==> src/rtl/bitwise_logic_unit.sv <==
// Slice-serial bitwise logic unit: eight ops, SLICE bits per cycle, valid/ready on both sides.
// Optional all_ones/parity reduction flags are built in when BWLU_REDUCE_EN is defined.
module bitwise_logic_unit #(
    parameter int unsigned WIDTH = 32,
    parameter int unsigned SLICE = 8
) (
    input  logic             clk,
    input  logic             rst_n,
    input  logic             in_valid,
    output logic             in_ready,
    input  logic [2:0]       op,
    input  logic [WIDTH-1:0] a,
    input  logic [WIDTH-1:0] b,
    output logic             out_valid,
    input  logic             out_ready,
    output logic [WIDTH-1:0] s,
`ifdef BWLU_REDUCE_EN
    output logic             all_ones,
    output logic             parity,
`endif
    output logic             zero
);

    localparam int unsigned NSL = WIDTH / SLICE;
    localparam int unsigned CW  = (NSL > 1) ? $clog2(NSL) : 1;

    typedef enum logic [1:0] {
        StIdle,
        StBusy,
        StDone
    } state_e;

    state_e                       state_q, state_d;
    logic [NSL-1:0][SLICE-1:0]    a_q, a_d;
    logic [NSL-1:0][SLICE-1:0]    b_q, b_d;
    logic [NSL-1:0][SLICE-1:0]    s_q, s_d;
    logic [2:0]                   op_q, op_d;
    logic [CW-1:0]                cnt_q, cnt_d;
    logic                         nz_q, nz_d;
    logic                         zero_q, zero_d;
    logic [SLICE-1:0]             a_sl, b_sl, res_sl;
    logic                         last;
`ifdef BWLU_REDUCE_EN
    logic                         and_q, and_d;
    logic                         xor_q, xor_d;
    logic                         all_ones_q, all_ones_d;
    logic                         parity_q, parity_d;
`endif

    // Select the operand slice addressed by cnt; a compare loop stays legal for NSL == 1.
    always_comb begin
        a_sl = '0;
        b_sl = '0;
        for (int i = 0; i < NSL; i++) begin
            if (cnt_q == CW'(i)) begin
                a_sl = a_q[i];
                b_sl = b_q[i];
            end
        end
    end

    always_comb begin
        res_sl = '0;
        unique case (op_q)
            3'b000: res_sl = a_sl & b_sl;
            3'b001: res_sl = a_sl | b_sl;
            3'b010: res_sl = a_sl ^ b_sl;
            3'b011: res_sl = ~(a_sl & b_sl);
            3'b100: res_sl = ~(a_sl | b_sl);
            3'b101: res_sl = ~(a_sl ^ b_sl);
            3'b110: res_sl = a_sl & ~b_sl;
            3'b111: res_sl = a_sl;
            default: res_sl = '0;
        endcase
    end

    assign last = (cnt_q == CW'(NSL - 1));

    always_comb begin
        state_d = state_q;
        a_d     = a_q;
        b_d     = b_q;
        op_d    = op_q;
        s_d     = s_q;
        cnt_d   = cnt_q;
        nz_d    = nz_q;
        zero_d  = zero_q;
`ifdef BWLU_REDUCE_EN
        and_d      = and_q;
        xor_d      = xor_q;
        all_ones_d = all_ones_q;
        parity_d   = parity_q;
`endif
        unique case (state_q)
            StIdle: begin
                if (in_valid) begin
                    a_d     = a;
                    b_d     = b;
                    op_d    = op;
                    s_d     = '0;
                    cnt_d   = '0;
                    nz_d    = 1'b0;
`ifdef BWLU_REDUCE_EN
                    and_d   = 1'b1;
                    xor_d   = 1'b0;
`endif
                    state_d = StBusy;
                end
            end
            StBusy: begin
                for (int i = 0; i < NSL; i++) begin
                    if (cnt_q == CW'(i)) s_d[i] = res_sl;
                end
                nz_d = nz_q | (|res_sl);
`ifdef BWLU_REDUCE_EN
                and_d = and_q & (&res_sl);
                xor_d = xor_q ^ (^res_sl);
`endif
                if (last) begin
                    // Flags are captured from the accumulators including the final slice.
                    cnt_d   = '0;
                    zero_d  = ~nz_d;
`ifdef BWLU_REDUCE_EN
                    all_ones_d = and_d;
                    parity_d   = xor_d;
`endif
                    state_d = StDone;
                end else begin
                    cnt_d = cnt_q + 1'b1;
                end
            end
            StDone: begin
                if (out_ready) state_d = StIdle;
            end
            default: state_d = StIdle;
        endcase
    end

    always_ff @(posedge clk or negedge rst_n) begin
        if (!rst_n) begin
            state_q <= StIdle;
            a_q     <= '0;
            b_q     <= '0;
            op_q    <= '0;
            s_q     <= '0;
            cnt_q   <= '0;
            nz_q    <= 1'b0;
            zero_q  <= 1'b0;
`ifdef BWLU_REDUCE_EN
            and_q      <= 1'b0;
            xor_q      <= 1'b0;
            all_ones_q <= 1'b0;
            parity_q   <= 1'b0;
`endif
        end else begin
            state_q <= state_d;
            a_q     <= a_d;
            b_q     <= b_d;
            op_q    <= op_d;
            s_q     <= s_d;
            cnt_q   <= cnt_d;
            nz_q    <= nz_d;
            zero_q  <= zero_d;
`ifdef BWLU_REDUCE_EN
            and_q      <= and_d;
            xor_q      <= xor_d;
            all_ones_q <= all_ones_d;
            parity_q   <= parity_d;
`endif
        end
    end

    assign in_ready  = (state_q == StIdle);
    assign out_valid = (state_q == StDone);
    assign s         = s_q;
    assign zero      = zero_q;
`ifdef BWLU_REDUCE_EN
    assign all_ones  = all_ones_q;
    assign parity    = parity_q;
`endif

endmodule
==> config.mk <==
export PLATFORM = sky130hd
export DESIGN_NAME = bitwise_logic_unit
export DESIGN_NICKNAME = d
export VERILOG_FILES = /design/src/rtl/bitwise_logic_unit.sv
export SDC_FILE = /design/constraint.sdc
export NUM_CORES = 1
export LEC_CHECK = 0
export BUFFER_PORTS_ARGS = -buffer_cell sky130_fd_sc_hd__buf_2
export CAP_MARGIN = 20
export CORE_ASPECT_RATIO = 0.9
export CORE_MARGIN = 2
export CORE_UTILIZATION = 55
export DETAILED_ROUTE_END_ITERATION = 16
export PLACE_DENSITY = 0.89
export SYNTH_ARGS = -nofsm -noshare
export SYNTH_HDL_FRONTEND = slang
export SYNTH_SLANG_ARGS = --single-unit
==> constraint.sdc <==
create_clock -name clk -period 7.3 [get_ports clk]
set_clock_uncertainty 0.2 [all_clocks]
set_input_delay 0.365 -clock clk [delete_from_list [all_inputs] [get_ports clk]]
set_output_delay 0.365 -clock clk [all_outputs]
set_load 0.03 [all_outputs]
Yosys cells after proc, flatten, opt, wreduce, memory -nomap -nowiden:

Cells that the tools add are included.

* output and inout bits: 35
* register bits: 105

* add/sub/neg operators: 1
* multiplexer cells: 24
* equal/unequal tests: 18
* bitwise operators: 10
* reductions and logical operators: 13

Operators by type and width (count)
* $mux 8: 12
* $pmux 32 s2: 1
* $pmux 8 s8: 1
* $mux 32: 1
* $not 8->8: 4
* $and 8x8->8: 2
* $reduce_and 3->1: 5
* $eq 3x3->1 const B: 4
* $mux 2: 5
* $ne 2x2->1 const B: 5
* $or 8x8->8: 1
* $reduce_or 8->1: 1
* $xor 8x8->8: 1
* $eq 2x2->1 const B: 3
* $eq 3x2->1 const B: 2
* $pmux 2 s3: 1
* $reduce_and 2->1: 3
* $eq 2x1->1 const B: 2
* $logic_not 2->1: 2
* $pmux 2 s2: 1
* $eq 3x1->1 const B: 1
* $logic_not 3->1: 1
* $add 2x1->2 const B: 1
* $ne 2x1->1 const B: 1
* other kinds (5): 5

Longest topological paths before layout:

* depth after elaboration: 11
* mapped depth: 18
* mapped depth without buffers: 17

Worst setup path after synthesis:

Ideal clock, no wire load.

* path type: reg-to-reg
* start: register cnt_q[0]
* end: register zero_q (netlist: zero)
* setup time: 0.067 ns
* cell stages (with the launch flop): 18
* data arrival time: 3.241 ns
* path buffers: 1
* data required time: 7.033 ns
* path slack: 3.792 ns
* path through: dfrtp_1 > inv_1 > ha_1 > and2b_4 > buf_2 > a22oi_1 > nor2_1 > a21oi_1 > nor2_1 > a21o_1 > ha_1 > and3b_1 > a2111oi_0 > o32a_1 > nand2b_1 > o2111ai_1 > nor4bb_2 > a41o_1

* cells in the longest elaborated chain, start to end: 11
* elaborated cells between the ends (all ways): 25
* those cells by class: eq/ne (3); mux (9); bitwise (10); reduce/logical (3)

RTL lines
* from (decl): line 38 `logic [CW-1:0] cnt_q, cnt_d;`
* from (signal assigned): line 161 `cnt_q <= cnt_d;`
* $logic_not 2->1: line 55 `if (cnt_q == CW'(i)) begin`
* $mux 8 (4 in a row): line 55
* $not 8->8, or another cell as far along: line 71 `3'b110: res_sl = a_sl & ~b_sl;`
* $and 8x8->8, or another cell as far along: line 71
* $pmux 8 s8: line 64 `unique case (op_q)`
* $reduce_or 8->1: line 114 `nz_d = nz_q | (|res_sl);`
* $or 1x1->1: line 114
* $not 1->1: line 122 `zero_d = ~nz_d;`
* to (signal assigned): line 163 `zero_q <= zero_d;`
* to (decl): line 40 `logic zero_q, zero_d;`

Several ways; a longest one is shown, not always the timed one.
A chain may end at the register's enable or synchronous reset.

Worst setup path after layout:

* start: register cnt_q[1]
* end: register nz_q

* cells in the longest elaborated chain, start to end: 11
* elaborated cells between the ends (all ways): 24
* those cells by class: eq/ne (3); mux (10); bitwise (9); reduce/logical (2)

RTL lines
* $logic_not 2->1: line 55
* $mux 8 (4 in a row): line 55
* $not 8->8, or another cell as far along: line 71
* $and 8x8->8, or another cell as far along: line 71
* $pmux 8 s8 *: line 64
* $reduce_or 8->1 *: line 114
* $or 1x1->1 *: line 114
* $pmux 1 s2 *: line 94 `unique case (state_q)`
* to (signal assigned): line 162 `nz_q <= nz_d;`
* to (decl): line 39 `logic nz_q, nz_d;`

Every way passes the cells marked *; elsewhere a longest branch is shown, timed or not.

==> impl_results.rst <==
.. list-table::
   :header-rows: 1

   * - Metric
     - Value
   * - Level count of the clock H-tree
     - 3
   * - Maximum VDD drop
     - 261.9 µV
   * - Initial standard-cell utilization of the core
     - 56.84%
   * - Leading cell types in the layout, fill and taps excluded
     - nand2_1, dfrtp_1, buf_2, dlygate4sd3_1, nor2_1
   * - Maximum fanout encountered on the critical timing path
     - 21
   * - Final-report max-slew violation count
     - 0
   * - Global Route Usage Sum
     - 29.08%
   * - Clock Latency Late Sink
     - 0.37 ns
   * - Unique masters post-synth
     - 56
   * - CP max stage cell
     - ha_1
   * - Clock Pin Slew Worst Setup and Hold Paths
     - 0.10 ns
   * - Post-route DRC
     - 0
   * - Maximum buffer depth of the clock tree
     - 2
   * - Synthesized net count
     - 741
   * - Number of buffers added by the clock tree synthesis step
     - 9
   * - Fraction of power spent switching nets
     - 49.87%
   * - Remaining max-slew budget at the tightest pin
     - 31.49%
   * - Sequential area share after synthesis
     - 47.66%
   * - Number of max-capacitance violations reported
     - 0
   * - Floorplan core area
     - 9699 µm²
   * - Std-Cell Rows
     - 34
   * - Crit path DAT
     - 4.61 ns
   * - Vias in the first global route
     - 5,118
   * - Shortest clock period the worst path allows after layout
     - 4.607 ns
   * - P_sw
     - 0.001696 W
   * - Most area-hungry cell type in the Yosys netlist
     - dfrtp_1
   * - Data required time at the worst endpoint
     - 7.30 ns
   * - Number of port buffers
     - 105
   * - Sequential share of power
     - 31.3%
   * - Cells after synthesis
     - 642
   * - Vertical extent of the die
     - 98.98 µm
   * - Most common library cell in the layout ignoring fill and taps
     - nand2_1
   * - Via count of the routed design
     - 5,190
   * - Run status
     - finished, violations left
   * - Unrepaired setup endpoints after global routing
     - false
   * - Clock tree from TritonCTS
     - done
   * - Clock power share
     - 10.1%
   * - Share of flip-flops with an asynchronous set or reset after synthesis
     - 100.0%
   * - Worst R2R Path Depth
     - 16
   * - Share of final-layout standard cells stronger than drive strength 1
     - 17.83%
   * - Crit path largest cell delay
     - 0.71 ns
   * - Average wire per cell in the routed design
     - 16.60 µm
   * - Total power of the final layout
     - 0.003401 W
   * - Crit path buf inv count
     - 1
   * - Total Die Area
     - 10,840 µm²
   * - Overall die width
     - 109.5 µm
   * - Drt total wl
     - 15,120 µm
   * - Weighted congestion at the end of routability-driven global placement
     - 0.8822
   * - Total of flip-flops plus latches after synthesis
     - 105
   * - TNS Setup
     - 0 ns
   * - Post-route ant nets
     - 0
   * - Warnings from Yosys
     - 0
   * - Hpwl dp
     - 10,020 µm
   * - Violated checks
     - negative hold slack
   * - CP Launch Type
     - flip-flop
   * - Drt initial violations
     - 516
   * - Crit path from
     - cnt_q[1]
   * - Critical path class
     - flip-flop to flip-flop
   * - Combinational share of power
     - 58.5%
   * - Cell Area, Synth
     - 5513 µm²
   * - Area fraction of the dominant cell type after synthesis
     - 47.66%
   * - Post-Route Hold Slack
     - -0.004950 ns
   * - Static power due to leakage
     - 3.562 nW
   * - Total power per unit cell area
     - 501.4 nW/µm²
   * - Num ports
     - 106
   * - Number of nets at the end of the flow
     - 879
   * - EDFF count, synth
     - 0
   * - Fmax
     - 217.1 MHz
   * - Final worst path period share
     - 63.11%
   * - Critical Path Sink
     - nz_q
   * - Logic depth of the worst setup path including buffers
     - 16
   * - Number of sinks on the clock net
     - 105
   * - Largest net degree at the start of global routing
     - 78
   * - Root buffer selected by CTS
     - clkbuf_8
   * - Average cell area after synthesis
     - 8.587 µm²
   * - Vias/cell
     - 5.697
   * - Antenna diode count
     - 0
   * - Length of the first detailed-routing pass in iterations
     - 5
   * - Prevailing post-synth register cell
     - dfrtp_1
   * - Beginning of the worst register-to-register path
     - cnt_q[1]
   * - Layout overhead on the synthesized area
     - 23.04%
   * - CTS resizes
     - 0
   * - Final setup violating endpoints
     - 0
   * - Worst setup EP type
     - flip-flop
   * - Fill cell instance count of the final layout
     - 738
   * - Cell-by-cell trace of the critical path
     - inv_1 -> ha_1 -> and2b_4 -> a22oi_1 -> nor2_1 -> a21oi_1 -> nor2_1 -> a21o_1 -> ha_1 -> and3b_1 -> a2111oi_0 -> o32a_1 -> nand2b_1 -> o2111ai_1 -> nor4bb_2 -> a31oi_1
   * - Terminus of the critical flop-to-flop path
     - nz_q
   * - Final hold viol count
     - 1
   * - Dominant cells by area after synthesis
     - dfrtp_1, nand2_1, ha_1
   * - Remaining global-route overflow
     - 0
   * - First-pass GRT wire length
     - 24,710 µm
   * - R2r setup slk
     - 2.69 ns
   * - Number of antenna violations at the first check in global routing
     - 0
   * - Internal
     - 0.001705 W
   * - Worst slew pin tran
     - 1.026 ns
   * - Family of cells with the greatest summed delay on the critical path
     - compound AO/OA/AOI/OAI gates
   * - HP Class
     - input pin to flip-flop
## layout make-up
cell class                      count  area [µm²]  area share [%]
Multi-Input combinational cell    476        2633           38.81
Sequential cell                   105        2628           38.74
Timing Repair Buffer              162        1089           16.05
Tap cell                          126       157.7           2.324
Clock buffer                       11       141.4           2.084
Inverter                           26       97.59           1.439
Clock inverter                      5       37.54          0.5534
## metal layers
metal | global-route usage (%) | routed length, µm
met3 | 5.159 | 1301
met2 | 49.00 | 7274
met4 | 10.22 | 478
met5 | 0 | 0
met1 | 37.63 | 6066
## tightest hold or removal path, stage by stage
cell and delay, ns:
buf_2 0.08, nand2_1 0.04, o21ai_0 0.06
## power by group through the flow
stage	Combinational (W)	Sequential, W	Clock, W
6_report	0.00199	0.00107	0.000345
5_1_grt	0.00221	0.00110	0.000370
4_1_cts	0.00196	0.00106	0.000348
3_5_place_dp	0.00192	0.00107	0
3_3_place_gp	0.00179	0.00106	0
2_1_floorplan	0.00137	0.00111	0
## state kept, by name, indices dropped and copies added, names as in the netlist
signal and flops:
a_q 32, nz_q 1, cnt_q 2, state_q 2, s 32, op_q 3, zero 1, b_q 32
## how the worst min path moves through the flow
| stage | from | endpoint | slack, ns | depth (start not counted) |
|---|---|---|---|---|
| 5_1_grt | op[0] | op_q[0] | 0.005 | 3 |
| 3_5_place_dp | rst_n | s[14] | 0.17 | 1 |
| 6_report | op[0] | op_q[0] | -0.005 | 3 |
| 4_1_cts | a[5] | a_q[5] | 0.0005 | 3 |
| 2_1_floorplan | rst_n | a_q[0] | -0.13 | 0 |
| 3_3_place_gp | rst_n | s[13] | 0.16 | 1 |
## cells by family (layout without fill, tap and decap cells)
kind of cell / Yosys count / in the layout / share of synthesized area, %
compound gates: 122 / 122 / 16.21
simple gates: 323 / 323 / 24.58
flops: 105 / 105 / 47.66
fa+ha+maj: 28 / 28 / 6.355
buf+inv: 61 / 204 / 4.653
mux: 3 / 3 / 0.5447
## cell usage after synthesis (4+ instances only)
cell and instances:
clkbuf_1 23, nand2_1 237, nor3_1 4, nor2_1 44, o21ai_0 31, dfrtp_1 105, o22ai_1 9, a21oi_1 20
a21o_1 8, a22oi_1 8, a22o_1 8, ha_1 28, nand3b_1 4, inv_1 24, a221oi_2 6, o31ai_1 5
nand2b_1 10, buf_2 7
## stage by stage
step           worst slack, ns  hold WS, ns  utilization (%)  cells  instance area (µm²)
6_report                 2.693    -0.004950            69.93    911                 6783
5_1_grt                  2.443     0.005215            69.93    911                 6783
4_1_cts                  2.845    0.0005375            69.83    910                 6773
3_5_place_dp             2.906       0.1661            62.62    842                 6073
3_3_place_gp             3.215       0.1589            62.62    842                 6073
2_1_floorplan            3.792      -0.1306                -    642                 5513
## timing repair
action | CTS | global route
buffers inserted | 0 | 0
hold endpoints to repair | 90 | 1
hold buffers | 52 | 1
No activity file was read; power rests on OpenSTA's default activity.
